## src/rtl/mc_ctrl_pkg.sv

```systemverilog
// Shared types and encodings for the multi-cycle MIPS control FSM and its
// instruction-class decoder.
package mc_ctrl_pkg;

  typedef enum logic [2:0] {
    ST_IDLE,
    ST_FETCH,
    ST_DECODE,
    ST_EXE,
    ST_MEM,
    ST_WB,
    ST_TRAP
  } state_e;

  typedef enum logic [3:0] {
    CL_NOP,
    CL_ADDU,
    CL_SUBU,
    CL_SLL,
    CL_JR,
    CL_ORI,
    CL_ADDIU,
    CL_LUI,
    CL_LW,
    CL_SW,
    CL_BEQ,
    CL_J,
    CL_JAL,
    CL_ILL
  } iclass_e;

  localparam logic [5:0] OP_RTYPE = 6'h00;
  localparam logic [5:0] OP_J     = 6'h02;
  localparam logic [5:0] OP_JAL   = 6'h03;
  localparam logic [5:0] OP_BEQ   = 6'h04;
  localparam logic [5:0] OP_ADDIU = 6'h09;
  localparam logic [5:0] OP_ORI   = 6'h0D;
  localparam logic [5:0] OP_LUI   = 6'h0F;
  localparam logic [5:0] OP_LW    = 6'h23;
  localparam logic [5:0] OP_SW    = 6'h2B;

  localparam logic [5:0] FN_SLL  = 6'h00;
  localparam logic [5:0] FN_JR   = 6'h08;
  localparam logic [5:0] FN_ADDU = 6'h21;
  localparam logic [5:0] FN_SUBU = 6'h23;

  localparam logic [2:0] ALU_NONE = 3'b000;
  localparam logic [2:0] ALU_OR   = 3'b001;
  localparam logic [2:0] ALU_ADD  = 3'b010;
  localparam logic [2:0] ALU_SUB  = 3'b011;
  localparam logic [2:0] ALU_SLL  = 3'b100;

  localparam logic [1:0] EXT_ZERO  = 2'b00;
  localparam logic [1:0] EXT_SIGN  = 2'b01;
  localparam logic [1:0] EXT_UPPER = 2'b10;

  localparam logic [1:0] DST_RT = 2'b00;
  localparam logic [1:0] DST_RD = 2'b01;
  localparam logic [1:0] DST_RA = 2'b10;

  localparam logic [1:0] SRC2_RT  = 2'b00;
  localparam logic [1:0] SRC2_IMM = 2'b01;

  localparam logic [1:0] WB_ALU = 2'b00;
  localparam logic [1:0] WB_MEM = 2'b01;
  localparam logic [1:0] WB_PC4 = 2'b10;

  localparam logic [1:0] PC_SEQ    = 2'b00;
  localparam logic [1:0] PC_BRANCH = 2'b01;
  localparam logic [1:0] PC_JUMP   = 2'b10;
  localparam logic [1:0] PC_REG    = 2'b11;

  // Full datapath control word; the all-zero value is the idle/safe setting.
  typedef struct packed {
    logic       pc_we;
    logic       ir_we;
    logic       reg_write;
    logic       mem_read;
    logic       mem_write;
    logic [2:0] alu_op;
    logic [1:0] ext_op;
    logic [1:0] reg_dst;
    logic       alu_src1;
    logic [1:0] alu_src2;
    logic [1:0] mem_to_reg;
    logic [1:0] pc_src;
    logic       illegal;
  } ctrl_t;

  function automatic logic is_rtype_alu(input iclass_e c);
    return (c == CL_ADDU) || (c == CL_SUBU) || (c == CL_SLL);
  endfunction

  function automatic logic is_mem_class(input iclass_e c);
    return (c == CL_LW) || (c == CL_SW);
  endfunction

endpackage

```

## src/rtl/mc_instr_decode.sv

```systemverilog
// Combinational opcode/funct decoder: maps the held instruction fields to an
// instruction class. Anything not recognised is reported as CL_ILL.
module mc_instr_decode
  import mc_ctrl_pkg::*;
(
  input  logic [5:0] i_op,
  input  logic [5:0] i_funct,
  output logic [3:0] o_class
);

  iclass_e w_class;

  // NOTE: assigning a default before the case keeps every path driven, so no latch is inferred.
  always_comb begin
    w_class = CL_ILL;
    case (i_op)
      OP_RTYPE: begin
        case (i_funct)
          FN_ADDU: w_class = CL_ADDU;
          FN_SUBU: w_class = CL_SUBU;
          FN_SLL:  w_class = CL_SLL;
          FN_JR:   w_class = CL_JR;
          default: w_class = CL_ILL;
        endcase
      end
      OP_ORI:   w_class = CL_ORI;
      OP_ADDIU: w_class = CL_ADDIU;
      OP_LUI:   w_class = CL_LUI;
      OP_LW:    w_class = CL_LW;
      OP_SW:    w_class = CL_SW;
      OP_BEQ:   w_class = CL_BEQ;
      OP_J:     w_class = CL_J;
      OP_JAL:   w_class = CL_JAL;
      default:  w_class = CL_ILL;
    endcase
  end

  assign o_class = w_class;

endmodule

```

## src/rtl/multicycle_control.sv

```systemverilog
// Multi-cycle MIPS control FSM: sequences FETCH/DECODE/EXE/MEM/WB per
// instruction class, drives datapath control and counts retired instructions.
module multicycle_control
  import mc_ctrl_pkg::*;
#(
  parameter int MEM_HANDSHAKE = 1,
  parameter int TRAP_HALT     = 1,
  parameter int CNT_W         = 32
) (
  input  logic             clk,
  input  logic             rst_n,
  input  logic [5:0]       op,
  input  logic [5:0]       funct,
  input  logic             zero,
  input  logic             mem_ready,
  output logic             pc_we,
  output logic             ir_we,
  output logic             reg_write,
  output logic             mem_read,
  output logic             mem_write,
  output logic [2:0]       alu_op,
  output logic [1:0]       ext_op,
  output logic [1:0]       reg_dst,
  output logic             alu_src1,
  output logic [1:0]       alu_src2,
  output logic [1:0]       mem_to_reg,
  output logic [1:0]       pc_src,
  output logic             illegal,
  output logic [CNT_W-1:0] retired
);

  state_e           r_state;
  iclass_e          r_class;
  logic [CNT_W-1:0] r_retired;

  logic [3:0] w_dec_raw;
  iclass_e    w_dec_class;
  logic       w_mem_done;
  ctrl_t      w_ctrl;

  mc_instr_decode u_decode (
    .i_op    (op),
    .i_funct (funct),
    .o_class (w_dec_raw)
  );

  assign w_dec_class = iclass_e'(w_dec_raw);

  // Without the handshake every memory access completes in its first cycle.
  assign w_mem_done = (MEM_HANDSHAKE == 0) || mem_ready;

  // NOTE: state registers use non-blocking assignments so every flop samples pre-edge values.
  always_ff @(posedge clk or negedge rst_n) begin
    if (!rst_n) begin
      r_state   <= ST_IDLE;
      r_class   <= CL_NOP;
      r_retired <= '0;
    end else begin
      case (r_state)
        ST_IDLE: r_state <= ST_FETCH;

        ST_FETCH: begin
          if (w_mem_done) r_state <= ST_DECODE;
        end

        ST_DECODE: begin
          r_class <= w_dec_class;
          case (w_dec_class)
            CL_J, CL_JR: begin
              r_state   <= ST_FETCH;
              r_retired <= r_retired + CNT_W'(1);
            end
            CL_JAL: r_state <= ST_WB;
            CL_ILL: begin
              if (TRAP_HALT != 0) begin
                r_state <= ST_TRAP;
              end else begin
                r_state   <= ST_FETCH;
                r_retired <= r_retired + CNT_W'(1);
              end
            end
            default: r_state <= ST_EXE;
          endcase
        end

        ST_EXE: begin
          if (is_mem_class(r_class)) begin
            r_state <= ST_MEM;
          end else if (r_class == CL_BEQ) begin
            r_state   <= ST_FETCH;
            r_retired <= r_retired + CNT_W'(1);
          end else begin
            r_state <= ST_WB;
          end
        end

        ST_MEM: begin
          if (w_mem_done) begin
            if (r_class == CL_LW) begin
              r_state <= ST_WB;
            end else begin
              r_state   <= ST_FETCH;
              r_retired <= r_retired + CNT_W'(1);
            end
          end
        end

        ST_WB: begin
          r_state   <= ST_FETCH;
          r_retired <= r_retired + CNT_W'(1);
        end

        ST_TRAP: r_state <= ST_TRAP;

        default: r_state <= ST_IDLE;
      endcase
    end
  end

  // Control word is a function of state and class; DECODE uses the live
  // decode because the class register only loads at the end of that cycle.
  always_comb begin
    w_ctrl = '0;
    case (r_state)
      ST_FETCH: begin
        w_ctrl.mem_read = 1'b1;
        w_ctrl.ir_we    = w_mem_done;
        w_ctrl.pc_we    = w_mem_done;
        w_ctrl.pc_src   = PC_SEQ;
      end

      ST_DECODE: begin
        case (w_dec_class)
          CL_J: begin
            w_ctrl.pc_we  = 1'b1;
            w_ctrl.pc_src = PC_JUMP;
          end
          CL_JR: begin
            w_ctrl.pc_we  = 1'b1;
            w_ctrl.pc_src = PC_REG;
          end
          default: ;
        endcase
      end

      ST_EXE: begin
        case (r_class)
          CL_ADDU: w_ctrl.alu_op = ALU_ADD;
          CL_SUBU: w_ctrl.alu_op = ALU_SUB;
          CL_SLL: begin
            w_ctrl.alu_op   = ALU_SLL;
            w_ctrl.alu_src1 = 1'b1;
          end
          CL_ORI: begin
            w_ctrl.alu_op   = ALU_OR;
            w_ctrl.ext_op   = EXT_ZERO;
            w_ctrl.alu_src2 = SRC2_IMM;
          end
          CL_ADDIU, CL_LW, CL_SW: begin
            w_ctrl.alu_op   = ALU_ADD;
            w_ctrl.ext_op   = EXT_SIGN;
            w_ctrl.alu_src2 = SRC2_IMM;
          end
          CL_LUI: begin
            w_ctrl.alu_op   = ALU_OR;
            w_ctrl.ext_op   = EXT_UPPER;
            w_ctrl.alu_src2 = SRC2_IMM;
          end
          CL_BEQ: begin
            w_ctrl.alu_op   = ALU_SUB;
            w_ctrl.alu_src2 = SRC2_RT;
            w_ctrl.pc_we    = zero;
            w_ctrl.pc_src   = PC_BRANCH;
          end
          default: w_ctrl.alu_op = ALU_NONE;
        endcase
      end

      ST_MEM: begin
        w_ctrl.mem_read  = (r_class == CL_LW);
        w_ctrl.mem_write = (r_class == CL_SW);
      end

      ST_WB: begin
        w_ctrl.reg_write = 1'b1;
        if (is_rtype_alu(r_class)) begin
          w_ctrl.reg_dst = DST_RD;
        end else if (r_class == CL_LW) begin
          w_ctrl.mem_to_reg = WB_MEM;
        end else if (r_class == CL_JAL) begin
          w_ctrl.reg_dst    = DST_RA;
          w_ctrl.mem_to_reg = WB_PC4;
          w_ctrl.pc_we      = 1'b1;
          w_ctrl.pc_src     = PC_JUMP;
        end
      end

      ST_TRAP: w_ctrl.illegal = 1'b1;

      default: ;
    endcase
  end

  assign pc_we      = w_ctrl.pc_we;
  assign ir_we      = w_ctrl.ir_we;
  assign reg_write  = w_ctrl.reg_write;
  assign mem_read   = w_ctrl.mem_read;
  assign mem_write  = w_ctrl.mem_write;
  assign alu_op     = w_ctrl.alu_op;
  assign ext_op     = w_ctrl.ext_op;
  assign reg_dst    = w_ctrl.reg_dst;
  assign alu_src1   = w_ctrl.alu_src1;
  assign alu_src2   = w_ctrl.alu_src2;
  assign mem_to_reg = w_ctrl.mem_to_reg;
  assign pc_src     = w_ctrl.pc_src;
  assign illegal    = w_ctrl.illegal;
  assign retired    = r_retired;

endmodule

```

## config.mk

```make
export PLATFORM = sky130hd
export DESIGN_NAME = multicycle_control
export DESIGN_NICKNAME = d
export VERILOG_FILES = /design/src/rtl/mc_ctrl_pkg.sv /design/src/rtl/mc_instr_decode.sv /design/src/rtl/multicycle_control.sv
export SDC_FILE = /design/constraint.sdc
export NUM_CORES = 1
export LEC_CHECK = 0
export CAP_MARGIN = 20
export CORE_MARGIN = 2
export CORE_UTILIZATION = 30
export DETAILED_ROUTE_END_ITERATION = 8
export GPL_TIMING_DRIVEN = 0
export MAX_ROUTING_LAYER = met4
export PLACE_DENSITY = 0.52
export REMOVE_ABC_BUFFERS = 1
export SLEW_MARGIN = 20
export SYNTH_ARGS = -nofsm -noshare
export SYNTH_HDL_FRONTEND = slang
export SYNTH_SLANG_ARGS = --single-unit
```

## constraint.sdc

```tcl
create_clock -name clk -period 2.85 [get_ports clk]
set_clock_uncertainty 0.05 [all_clocks]
set_input_delay 0.855 -clock clk [delete_from_list [all_inputs] [get_ports clk]]
set_output_delay 0.855 -clock clk [all_outputs]
set_load 0.03 [all_outputs]
```

==> results.md <==
- Status: complete, but fails checks
- Violated checks: negative setup slack
- Combinational Power Share: 0.421
- PwrDens: roughly 650 mW/mm^2
- Clock buffers created by TritonCTS: 5
- Synth Cell Area: 0.00249 mm^2
- Post-DR wirelength/cell: 15.0 um
- P_sw: 0.932 mW
- Maximum buffer depth of the clock tree: 2
- Die Span X: 95.1 um
- Slew Limit Fails: 0
- Metal-1 WL: about 3200 um
- Avg Cell Area, Syn: 9.21 um^2
- F_max: around 340 MHz
- Starting Density: 0.306
- First-pass GRT wire length: 10900 um
- Critical path capture point type: primary output
- Clk_lat worst skew: ~0.3 ns
- Clock-pin slew on the worst setup and hold paths: 0.08 ns
- I/O pin total: just under 70
- Total Power: 2.21 mW
- RSZ-0062 raised after global routing: yes
- Largest net degree at the start of global routing: 30
- Area growth syn-to-layout: 36.8%
- Synth cell types: 55
- HP Class: primary input to async pin
- Clock power frac: 0.215
- Syn. warnings: 0
- Sw frac: 0.422
- Internal power: 1.28 mW
- Worst EP required: 1.95 ns
- Pre-CTS WS: -1.23 ns
- Core area: around 0.0081 mm^2
- WL final: 6620 um
- Hold Violations, Final: 0
- Post-synthesis instance total: 270
- Vias in the first global route: 2175
- Peak supply drop: approximately 0.00034 V
- Antenna viol nets, final: 0
- Final Wtd Congestion: 0.835
- Share of cells above drive strength 1: 0.187
- Die H: 95.1 um
- Sequential share of power: 0.364
- Post-synth ARST share: 1.00
- Setup CP Type: primary input to primary output
- Metal3 WL: about 240 um
- Root Driver: clkbuf_8
- Worst-margin pin slew: 0.617 ns
- Post-synth EDFFs: 0
- Drt first pass iters: 4
- Final setup violation count: 3
- Initial antenna violation count: 0
- Post-DP HPWL: about 4700 um
- Max Used Layer: met4
- IO buf count: 66
- Worst slew margin: 0.587
- Nets: 353
- Crit path max fanout: 3
- Startpoint Class: primary input
- Total die area: between 0.009 and 0.01 mm^2
- Most frequent cells in the layout: 35 x clkdlybuf4s50_1, 35 x dfrtp_1, 33 x nand4_1, 32 x xnor2_1, 19 x nand2_1
- Row cnt: 33
- #FFs+latches synth: 39
- Met2 Routed Length: 3100 um
- Max_cap viols: 0
- Final Cycle Share: 1.02
- Clock sink count: 39
- Sequential cell area fraction in the yosys report: 0.392
- Drt first-iter violations: 91
- Via count: 2310
- CP arrival: 2.01 ns
- Post-synth top flop: dfrtp_1
- GRT Util Overall: 0.157
- Leak: 1.36 nW
- Fin crit period: just under 3 ns
- Cts hold-fix bufs: 0
- Setup ws final: -0.0604 ns
- Vias per inst: 5.23
- Antenna fix cells: 0
- H-tree Lvls: 2
- Total grt overflow: 0
- Drt drc: 0
- CTS tree: built
## power by group through the flow
stage	logic, mW	registers [mW]	clock network, mW
CTS	0.914	0.807	0.487
finish	0.931	0.803	0.475
detailed placement	0.923	0.813	0
floorplan	0.490	0.838	0
global placement	0.853	0.810	0
global route	1.02	0.825	0.510
## cells by family after synthesis
group / Yosys count / share of synthesized area
AND/OR/NAND/NOR: 136 / 0.328
flip-flops: 39 / 0.392
AO/OA/AOI/OAI: 35 / 0.0976
XOR/XNOR: 32 / 0.113
buffers and inverters: 22 / 0.0463
multiplexers: 4 / 0.0166
adder cells (fa/ha/maj): 1 / 0.00503
other: 1 / 0.00151
## path summary, 6_finish.rpt
path	start	endpoint	slack [ns]	cells past startpoint
min reg2reg	retired[31]$_DFFE_PN0P_	retired[31]$_DFFE_PN0P_	0.42	1
min in group clk	retired[31]$_DFFE_PN0P_	retired[31]$_DFFE_PN0P_	0.42	1
min	rst_n	retired[3]$_DFFE_PN0P_	0.37	1
max	op[4]	pc_we	-0.06	7
max reg2reg	r_state[0]$_DFFE_PN0P_	retired[1]$_DFFE_PN0P_	0.29	6
max in group asynchronous	rst_n	r_class[3]$_DFFE_PN0P_	1.91	2
## state kept, by name (all words and copies together), names as in the netlist
signal / cells
r_class: 4
retired: 32
r_state: 3
## metrics by stage
stage / std cells / area, um^2 / setup TNS, ns / utilization / hold WS, ns
global route: 442 / 3400 / -0.504 / 0.418 / 0.376
finish: 442 / 3400 / -0.0973 / 0.418 / 0.370
CTS: 439 / 3390 / -0.134 / 0.417 / 0.368
floorplan: 252 / 2390 / -14.54 / - / 0.509
global placement: 423 / 3180 / -78.69 / 0.391 / 0.413
detailed placement: 427 / 3250 / -17.86 / 0.399 / 0.425
## critical path, cell delays in order
cell and delay (ns):
buf_8 0.10, nor4_4 0.35, nand3_2 0.18, a21oi_2 0.16, or2_4 0.14, a21o_1 0.09, buf_6 0.13
## layout make-up
cell class              instances  area, um^2
inverters                       4        15.0
repair buffers                 77         704
well taps                     105         131
clock inverters                 3        43.8
clock buffers                   5        68.8
fillers                       832        4730
multi-input cells             209        1460
flip-flops and latches         39         981
## synthesized netlist by cell type (2+ instances only)
cell | instances | area, um^2
nor3_1 | 10 | 50.1
buf_2 | 8 | 40.0
a21oi_1 | 9 | 45.0
nand2b_1 | 3 | 18.8
and3_1 | 11 | 68.8
clkbuf_1 | 5 | 18.8
dfrtp_1 | 39 | 976
o21ai_0 | 5 | 25.0
nand3b_1 | 4 | 30.0
a31oi_1 | 2 | 12.5
nor4_1 | 5 | 31.3
o22ai_1 | 3 | 18.8
or4b_1 | 2 | 20.0
nand4_1 | 33 | 206
or2_2 | 2 | 12.5
inv_1 | 4 | 15.0
nand3_1 | 9 | 45.0
nand2_1 | 19 | 71.3
and2_1 | 5 | 31.3
a2111oi_0 | 2 | 17.5
nor2_1 | 16 | 60.1
and4_1 | 5 | 43.8
mux2i_1 | 3 | 30.0
buf_4 | 3 | 22.5
xnor2_1 | 32 | 280
nor2b_1 | 2 | 12.5
## repair_timing
item / CTS / global route
endpoints found under the setup margin: 45 / 16
pin swaps: 6 / 4
cloned: 0 / 0
gates resized for setup: 110 / 20
setup buffers: 4 / 3
## routing by layer
metal | track usage | vias to the layer above
li1 | - | 1129
met5 | - | -
met1 | 0.208 | 1122
met4 | 0.0471 | 0
met2 | 0.247 | 49
met3 | 0.0269 | 10
(Power assumes the default switching activity.)
